File: config.mk
export PLATFORM = sky130hd
export DESIGN_NAME = eeprom_page_reader
export DESIGN_NICKNAME = d
export VERILOG_FILES = /design/src/rtl/eeprom_page_reader.sv
export SDC_FILE = /design/constraint.sdc
export NUM_CORES = 1
export LEC_CHECK = 0
export ABC_AREA = 1
export BUFFER_PORTS_ARGS = -buffer_cell sky130_fd_sc_hd__buf_2
export CAP_MARGIN = 0
export CORE_MARGIN = 8
export CORE_UTILIZATION = 40
export CTS_CLUSTER_DIAMETER = 40
export CTS_CLUSTER_SIZE = 12
export DETAILED_ROUTE_END_ITERATION = 16
export GPL_TIMING_DRIVEN = 0
export PLACE_DENSITY = 0.68
export SKIP_CTS_REPAIR_TIMING = 1
export SYNTH_ARGS = -nofsm -noshare
export SYNTH_HDL_FRONTEND = slang
export SYNTH_SLANG_ARGS = --single-unit
export TNS_END_PERCENT = 100
File: constraint.sdc
create_clock -name clk -period 1.55 [get_ports clk]
set_input_delay 0.0775 -clock clk [delete_from_list [all_inputs] [get_ports clk]]
set_output_delay 0.0775 -clock clk [all_outputs]
set_load 0.02 [all_outputs]
File: src/rtl/eeprom_page_reader.sv
// eeprom_page_reader: read-side byte serializer for the I2C EEPROM slave model.
// Shifts page bytes out MSB-first on SDA, samples the master ACK/NACK after each
// byte and auto-increments the byte pointer within the page.
// Optional feature macro: EEPROM_RD_WRAP_EN (pointer wraps to byte 0 after the last
// byte; without it the pointer holds, ovf is set and 0xFF is served).
module eeprom_page_reader #(
    parameter int BYTE_NUM  = 8,
    parameter int PTR_W     = $clog2(BYTE_NUM),
    localparam int PAGE_SIZE = BYTE_NUM * 8
) (
    input  logic                 clk,
    input  logic                 reset,
    input  logic                 start,
    input  logic [PTR_W-1:0]     start_ptr,
    input  logic [PAGE_SIZE-1:0] page_data,
    input  logic                 scl_rise,
    input  logic                 scl_fall,
    input  logic                 sda_in,
    input  logic                 stop,
    output logic                 sda_oe,
    output logic                 busy,
    output logic [PTR_W-1:0]     ptr,
    output logic                 done,
    output logic                 ovf
);

    typedef enum logic [2:0] {
        ST_IDLE    = 3'd0,
        ST_LOAD    = 3'd1,
        ST_SHIFT   = 3'd2,
        ST_ACK     = 3'd3,
        ST_ACK_END = 3'd4
    } state_t;

`ifndef EEPROM_RD_WRAP_EN
    localparam logic [PTR_W-1:0] LAST_PTR = PTR_W'(BYTE_NUM - 1);
`endif

    state_t             r_state;
    logic [6:0]         r_sreg;     // bits still to send after the one on SDA
    logic [2:0]         r_bit_cnt;
    logic               r_sda_oe;
    logic               r_busy;
    logic [PTR_W-1:0]   r_ptr;
    logic               r_done;
    logic               r_ovf;

    logic [7:0]         w_page_byte;
    logic [7:0]         w_load_byte;
    logic               w_fall;
    logic               w_rise;

    assign w_page_byte = page_data[{r_ptr, 3'b000} +: 8];

    // A simultaneous rise/fall is a protocol error; the fall takes precedence.
    assign w_fall = scl_fall;
    assign w_rise = scl_rise & ~scl_fall;

    // Select the byte to load: page byte, or 0xFF once the read ran off the page.
    always_comb begin
        w_load_byte = w_page_byte;
`ifdef EEPROM_RD_WRAP_EN
        w_load_byte = w_page_byte;
`else
        if (r_ovf) begin
            w_load_byte = 8'hFF;
        end else begin
            w_load_byte = w_page_byte;
        end
`endif
    end

    // Read FSM: load, shift out MSB-first, handle master ACK/NACK, advance pointer.
    always_ff @(posedge clk) begin
        if (reset) begin
            r_state   <= ST_IDLE;
            r_sreg    <= 7'h00;
            r_bit_cnt <= 3'd0;
            r_sda_oe  <= 1'b0;
            r_busy    <= 1'b0;
            r_ptr     <= '0;
            r_done    <= 1'b0;
            r_ovf     <= 1'b0;
        end else begin
            r_done <= 1'b0;
            if (stop) begin
                // STOP / repeated START aborts any read and frees the bus.
                r_state  <= ST_IDLE;
                r_sda_oe <= 1'b0;
                r_busy   <= 1'b0;
            end else begin
                case (r_state)
                    ST_IDLE: begin
                        r_sda_oe <= 1'b0;
                        if (start) begin
                            r_ptr   <= start_ptr;
                            r_ovf   <= 1'b0;
                            r_busy  <= 1'b1;
                            r_state <= ST_LOAD;
                        end
                    end
                    ST_LOAD: begin
                        r_sreg    <= w_load_byte[6:0];
                        r_bit_cnt <= 3'd7;
                        r_sda_oe  <= ~w_load_byte[7];
                        r_state   <= ST_SHIFT;
                    end
                    ST_SHIFT: begin
                        if (w_fall) begin
                            if (r_bit_cnt != 3'd0) begin
                                r_sda_oe  <= ~r_sreg[6];
                                r_sreg    <= {r_sreg[5:0], 1'b0};
                                r_bit_cnt <= r_bit_cnt - 3'd1;
                            end else begin
                                // Release SDA so the master can drive ACK/NACK.
                                r_sda_oe <= 1'b0;
                                r_state  <= ST_ACK;
                            end
                        end
                    end
                    ST_ACK: begin
                        if (w_rise) begin
                            if (!sda_in) begin
`ifdef EEPROM_RD_WRAP_EN
                                r_ptr <= r_ptr + PTR_W'(1);
                                r_ovf <= 1'b0;
`else
                                if (r_ptr == LAST_PTR) begin
                                    r_ovf <= 1'b1;
                                end else begin
                                    r_ptr <= r_ptr + PTR_W'(1);
                                end
`endif
                                r_state <= ST_ACK_END;
                            end else begin
                                r_done  <= 1'b1;
                                r_busy  <= 1'b0;
                                r_state <= ST_IDLE;
                            end
                        end
                    end
                    ST_ACK_END: begin
                        if (w_fall) begin
                            r_state <= ST_LOAD;
                        end
                    end
                    default: begin
                        r_state  <= ST_IDLE;
                        r_sda_oe <= 1'b0;
                        r_busy   <= 1'b0;
                    end
                endcase
            end
        end
    end

    assign sda_oe = r_sda_oe;
    assign busy   = r_busy;
    assign ptr    = r_ptr;
    assign done   = r_done;
    assign ovf    = r_ovf;

endmodule

### Word level (Yosys, flattened, before mapping)

Index checks and enable logic that the tools add are counted.

* register bits after elaboration: 20
* bits in latches: 0
* RAM bits: 0
* memory bits (read-only): 0
* bits of input ports: 74
* output and inout port bits: 7
* word-level logic and storage cells: 81
* memories kept: 0

* add/subtract/negate cells: 2
* multiply operators: 0
* div/mod/pow operators: 0
* magnitude comparators: 0
* equal/unequal tests: 15
* shift operators: 1
* muxes and demuxes: 32
* bitwise gates (word level): 9
* reduce and logical (&&, ||, !) cells: 14

Operators with widths (count)
* 64-bit by 7-bit variable part select with 8-bit output: 1
* 3-bit 2-to-1 mux: 12
* 2-bit inequality test (second input constant): 10
* 3-bit case mux with 5 select lines: 1
* 7-bit 2-to-1 mux: 2
* 7-bit case mux with 2 select lines: 1
* 3-bit case mux with 2 select lines: 2
* 6-bit AND reduction: 2
* 1-bit 2-to-1 mux: 10
* 8-bit 2-to-1 mux: 1
* 1-bit inverter: 8
* 4-bit AND reduction: 2
* 3-bit by 2-bit equality test with 1-bit output (second input constant): 2
* 3-bit equality test (second input constant): 2
* 1-bit case mux with 3 select lines: 2
* 5-bit AND reduction: 1
* 2-bit nonzero test: 2
* 2-bit OR reduction: 2
* 4-bit OR reduction: 1
* 3-bit by 1-bit adder with 3-bit output (second input constant): 1
* 3-bit by 1-bit equality test with 1-bit output (second input constant): 1
* 3-bit logical NOT: 1
* 3-bit nonzero test: 1
* 3-bit OR reduction: 1
* other kinds (4): 4

### Longest topological paths before layout

Gate-level depths: netlist of run 1.

* depth in word-level cells: 5
* gate-level depth with buffers: 11
* mapped depth without buffers: 9

### Least setup slack after synthesis of run 1

No wires, ideal clock.

* path type: register to register
* start: reg r_ptr[0] (netlist: ptr[0])
* end: reg r_sda_oe (netlist: sda_oe)
* library setup time: 0.122 ns
* data arrival time: 1.246 ns
* required time: 1.428 ns
* setup slack: 0.181 ns
* stages on the path, launching flop included: 12
* path buffers: 2
* clock period less this slack: 1.369 ns
* path through: dfxtp_1 -> buf_2 -> inv_2 -> buf_4 -> nand2_1 -> nand3_1 -> nand2_1 -> nand2_1 -> nand3_1 -> nand2_1 -> nand2_1 -> a21oi_1

* word-level cells in the longest chain between the ends: 4

Ends and longest elaborated chain
* start: declaration: line 44 `logic [PTR_W-1:0] r_ptr;`
* start signal: assignment: line 96 `r_ptr <= start_ptr;`
* start signal: assignment: line 131 `r_ptr <= r_ptr + PTR_W'(1);`
* 64-bit by 7-bit variable part select with 8-bit output: line 53 `assign w_page_byte = page_data[{r_ptr, 3'b000} +: 8];`
* 8-bit 2-to-1 mux: line 65 `if (r_ovf) begin`
* 1-bit inverter: line 105 `r_sda_oe <= ~w_load_byte[7];`
* 1-bit case mux with 3 select lines: line 92 `case (r_state)`
* end signal: assignment: line 105
* end signal: assignment: line 111 `r_sda_oe <= ~r_sreg[6];`
* end: declaration: line 42 `logic r_sda_oe;`

Every way passes these cells.
A chain may end at the register's enable or synchronous reset.

### Final worst setup path of run 1

* start: reg r_bit_cnt[0]
* end: reg r_sreg[2]

* word-level cells in the longest chain between the ends: 3

Ends and longest elaborated chain
* start: declaration: line 41 `logic [2:0] r_bit_cnt;`
* start signal: assignment: line 113 `r_bit_cnt <= r_bit_cnt - 3'd1;`
* 3-bit nonzero test: line 110 `if (r_bit_cnt != 3'd0) begin`
* 2-bit inequality test (no source line)
* 4-bit AND reduction (no source line)
* end signal: assignment: line 103 `r_sreg <= w_load_byte[6:0];`
* end signal: assignment: line 112 `r_sreg <= {r_sreg[5:0], 1'b0};`
* end: declaration: line 40 `logic [6:0] r_sreg;`

Every way passes these cells.

==> metrics.txt, run 1 <==
status finished clean; worst path required time 1.75 ns; DIE AREA 6740 um2; Seq cells post-synth 20; WS Path Type reg2reg; clock sinks 20; Final WS setup 0.0988 ns; Max Root-Sink Buffers 2; largest net degree at the start of global routing 13; Via density 4.98; commonest non-fill, non-tap cells in the layout nand2_1, buf_2, nand3_1, inv_1, dfxtp_1; post-detail-place hpwl 4560 um; Final Instance Count excl. Fillers 437; crit-path max cell delay 0.34 ns; cells after synthesis 300; Synth top area share 22.9%; XOR/XNOR share of the synthesized area 0.501%; CTS tree yes; final hold vios 0; Min Hold Slack 0.0412 ns; complex-gate fraction of the synthesized area 10.8%; dpl cells 432; Crit. End Element register; # port buffers 80; Clock Pin Slew Worst Setup and Hold Paths 0.08 ns; area grow syn2layout 32.4%; Overflow after GRT 0; period utilization 93.6%; I/O pins 81; total number of vias 2,178; Detailed Routing Iterations Pass 1 4; global-route wire length before repair 9000 um; initial antenna violation count 0; leading area contributor after synthesis dfxtp_1; CTS H-Tree Depth 1; sequential share of the synthesized area 22.9%; Synth cell types 30; maximum clock frequency 689 MHz; Placement Setup Slack 0.0454 ns; core area 4290 um2; Tmin final 1.45 ns; max-cap violations 0; ANT nets after route 0; # diodes 0; Site Rows 24; Synth area leaders dfxtp_1, nand2_1, nand3_1; Synth Area in Simple Gates 51.0%; Final Skew 0.00129 ns; CP arrival 1.65 ns; Post-synth EDFFs 0; Syn. warnings 0; clk root buf clkbuf_8; Crit-path slowest cell dfxtp_2; Worst-Margin Slew 0.568 ns; pwr dens 701 nW/um2; Critical Path, Cell by Cell inv_1, ha_1, inv_1, nor2_2, o21ai_2, nand3_4, buf_6, nor2_2, nand2_1, a21oi_2; mux contribution to synthesized area 0%; Mapped Nets 378; Pleak 1.25 nW; die width 82.1 um; asr flop ratio synth 0%; Slew Limit Fails 0; CTS Buf Count 3; vias in the first global route 2,075; WL per Instance 12.8 um; final setup vio count 0; setup_tns 0 ns; final RePlAce weighted congestion 0.802; Clock Latency Late Sink 0.26 ns; Post-Synth Adder-Cell Area 2.87%; slew margin rel. 62.1%; GRT Total Usage 16.6%; min-delay worst type in2reg; Crit Path Max Fanout 10; largest family of logic cells by synthesized area simple AND/OR/NAND/NOR gates; starting density of the core 40.7%; unrepaired setup endpoints after global routing yes; DRC 0; Avg Cell Area, Syn 5.82 um2; Primary FF master, synth dfxtp_1; Post-Synthesis Cell Area 1750 um2; layout cells sized above 1 32.7%; Worst VDD drop 0.456 mV; DIE HEIGHT 82.1 um; startpoint type of the worst setup path register; Final nets 464; initial drt markers 101; commonest non-fill, non-tap cell in the layout nand2_1; DRT Wirelength 5580 um
stage by stage:
stage                     area [um2]  util, %  power (mW)
after floorplan                 1750        -       0.911
after global placement          2210     51.5        1.09
after detailed placement        2210     51.5        1.10
after CTS                       2280     53.2        1.62
after global routing            2310     53.8        1.73
final                           2310     53.8        1.62
logic make-up (layout without fill, tap and decap cells):
family	Yosys count	after routing
buffers and inverters	45	130
DFF	20	20
adders and majority gates	4	4
AOI/OAI and AO/OA	29	29
xor gates and xnor gates	1	1
and+or+nand+nor	201	201
state kept, by name (all words and copies together) (netlist names):
| register | count |
|---|---|
| r_sreg | 7 |
| ovf | 1 |
| busy | 1 |
| done | 1 |
| sda_oe | 1 |
| r_bit_cnt | 3 |
| r_state | 3 |
| ptr | 3 |
critical path, delay by kind of cell (launching register included):
| kind | cells | cell delay, ns |
|---|---|---|
| buffers and inverters | 3 | 0.27 |
| AOI/OAI and AO/OA | 2 | 0.28 |
| adders and majority gates | 1 | 0.18 |
| DFF | 1 | 0.34 |
| and+or+nand+nor | 4 | 0.31 |
synth_stat cells, types with 2 or more instances:
cell	number
nand3_2	3
nor2_1	19
nand3_1	63
inv_1	24
buf_2	9
nand2_2	2
o21ai_4	2
a21oi_1	15
ha_1	4
inv_2	6
nor2_2	2
buf_4	2
a21oi_2	4
dfxtp_1	20
nand2_1	106
o21ai_0	5
layer usage:
layer | track usage (%) | vias up | wire, um
li1 | - | 1135 | -
met4 | 4.21 | 0 | 51
met5 | 0 | - | 0
met2 | 28.3 | 72 | 2490
met1 | 20.9 | 966 | 2530
met3 | 2.95 | 5 | 505
report_power, final:
part           switching (mW)  internal [mW]  total [mW]
logic                   0.311          0.225       0.536
clock network           0.182          0.345       0.526
registers              0.0179          0.541       0.559
total                   0.511           1.11        1.62
final cells by class:
cell class / count / area, um2
fill: 481 / 1980
timing repair buffer: 81 / 408
tap: 52 / 65.1
clock buffer: 3 / 41.3
buffer: 14 / 96.3
multi-input combinational: 235 / 1150
sequential: 20 / 402
clock inverter: 1 / 30.0
inverter: 31 / 119
final timing paths:
check                                   from            to  slack, ns  depth (start not counted)
worst min register to register  r_bit_cnt[0]  r_bit_cnt[0]       0.43                          1
worst min-delay path                   reset        ptr[2]       0.04                          2
worst max-delay path            r_bit_cnt[0]     r_sreg[2]        0.1                         10
worst max register to register  r_bit_cnt[0]     r_sreg[2]        0.1                         10
Power figures use the tool's default switching activity.
==> run 2: changes to the inputs <==
Settings changed: CORE_MARGIN 8 to 2, MAX_ROUTING_LAYER set to met4, TNS_END_PERCENT 100 to unset.
==> run 2 against run 1 <==
  * Register-to-register slack worse by 0.02 ns
  * Largest power group is now combinational cells
  * Non-clock buffer count is 1 higher
  * Fmax is 1.3% lower
  * Global-route usage is 5.6 points higher
  * Wire length is 5.7% lower
  * Clock power hardly changed
==> metrics.txt, run 2 (synthesis gave the netlist of run 1 again) <==
status finished clean; period utilization 94.9% (+1.3 points); final RePlAce weighted congestion 0.851 (+6.1%); ANT nets after route 0 (unchanged); WL per Instance 12.0 um (-5.9%); Worst VDD drop 0.589 mV (+29%); worst min-delay path endpoint ptr[2]; WS Path Type reg2reg; multi-input logic area 1180 um2 (+2.8%); clock sinks 20 (unchanged); # port buffers 80 (unchanged); layout cells sized above 1 34.7% (+2.0 points); I/O pins 81 (unchanged); Overflow after GRT 0 (unchanged); Max Root-Sink Buffers 2 (unchanged); Crit Path Max Fanout 7 (-3); r2r endpoint r_sreg[2]; startpoint type of the worst setup path register; post-detail-place hpwl 4150 um (-8.9%); Placement Setup Slack 0.0506 ns (+0.00520 ns); core area 4290 um2 (unchanged); min-delay worst type in2reg; maximum clock frequency 680 MHz (-1.3%); max reg flops 7 (unchanged); worst path required time 1.75 ns (about the same); crit path from r_bit_cnt[1]; slew margin rel. 64.5% (+2.4 points); die width 70.1 um (-15%); CP arrival 1.67 ns (+0.02 ns); DRC 0 (unchanged); Pleak 1.26 nW (+1.2%); Site Rows 24 (unchanged); Worst-Margin Slew 0.533 ns (-0.0353 ns); Clock Pin Slew Worst Setup and Hold Paths 0.08 ns (about the same); Util after Layout 55.7% (+1.8 points); Via density 4.95 (-0.73%); initial antenna violation count 0 (unchanged); Final WS setup 0.0791 ns (-0.0196 ns); reg2reg setup slack 0.08 ns (-0.02 ns); vias in the first global route 2,036 (-1.9%); Tmin final 1.47 ns (+0.0196 ns); final setup vio count 0 (unchanged); commonest non-fill, non-tap cells in the layout nand2_1, buf_2, nand3_1, inv_1; CTS H-Tree Depth 1 (unchanged); # diodes 0 (unchanged); DRT Wirelength 5260 um (-5.7%); Reg area 404 um2 (+0.62%); DIE HEIGHT 70.1 um (-15%); CTS tree yes; initial drt markers 85 (-16%); commonest non-fill, non-tap cell in the layout nand2_1; DIE AREA 4910 um2 (-27%); largest net degree at the start of global routing 13 (unchanged); starting density of the core 40.7% (unchanged); max-cap violations 0 (unchanged); Largest Register r_sreg; final hold vios 0 (unchanged); total number of vias 2,167 (-0.51%); Detailed Routing Iterations Pass 1 4 (unchanged); Final nets 465 (+0.22%); global-route wire length before repair 8670 um (-3.6%); clk root buf clkbuf_8; R2R Path Start r_bit_cnt[1]; fill count 454 (-5.6%); hold path cells 2 (unchanged); Slew Limit Fails 0 (unchanged); Final Skew 0.00779 ns (+0.00650 ns); Min Hold Slack 0.0426 ns (+0.00142 ns); Crit. End Element register; area grow syn2layout 36.9%; hold path start reset; R2R cell count 10 (unchanged); Clock Latency Late Sink 0.26 ns (about the same); pwr dens 692 nW/um2 (-1.3%); CTS Buf Count 3 (unchanged); GRT Total Usage 22.2% (+5.6 points)
[run 2: worst max-delay path, stage by stage (launching register included)]
cell     delay (ns)
dfxtp_2        0.33
inv_1          0.07
ha_4           0.16
inv_2          0.04
nor2_2         0.04
o21ai_2        0.19
nand3_4        0.16
buf_8          0.17
nor2_4         0.09
nand2_2        0.05
a21oi_2        0.09
[run 2: worst max path at each step]
stage | end | slack, ns | depth (start not counted)
global placement | r_sreg[6] | 0.05 | 8
CTS | r_bit_cnt[1] | 0.04 | 9
global route | r_sreg[0] | -0.003 | 9
detailed placement | r_sreg[6] | 0.05 | 8
floorplan | sda_oe | 0.18 | 11
finish | r_sreg[2] | 0.08 | 10
[run 2: power breakdown]
group / total (mW) / internal (mW) / switching [mW]
sequential: 0.562 / 0.542 / 0.0205
combinational: 0.566 / 0.243 / 0.322
clock: 0.527 / 0.345 / 0.182
total: 1.65 / 1.13 / 0.525
[run 2: metrics by stage]
| step | cells | total power, mW | area (um2) | setup TNS [ns] |
|---|---|---|---|---|
| detailed placement | 432 | 1.10 | 2210 | 0 |
| CTS | 436 | 1.62 | 2280 | 0 |
| global route | 438 | 1.76 | 2390 | -0.00447 |
| finish | 438 | 1.65 | 2390 | 0 |
| global placement | 432 | 1.09 | 2210 | 0 |
| floorplan | 300 | 0.911 | 1750 | 0 |
[run 2: layout make-up]
class / count / share of cell area [%]
clock buffer: 3 / 1.73
timing repair buffer: 82 / 18.1
multi-input combinational: 235 / 49.5
clock inverter: 1 / 1.26
sequential: 20 / 16.9
tap: 52 / 2.72
inverter: 31 / 5.13
buffer: 14 / 4.66
[run 2: layer usage]
layer  up-vias  GRT usage (%)  part of all wire (%)
met5         -              -                     0
met4         0           6.41                   1.7
met3         8           3.03                   5.6
met2        72           38.3                    46
met1       946           27.1                    47
li1       1141              -                     -
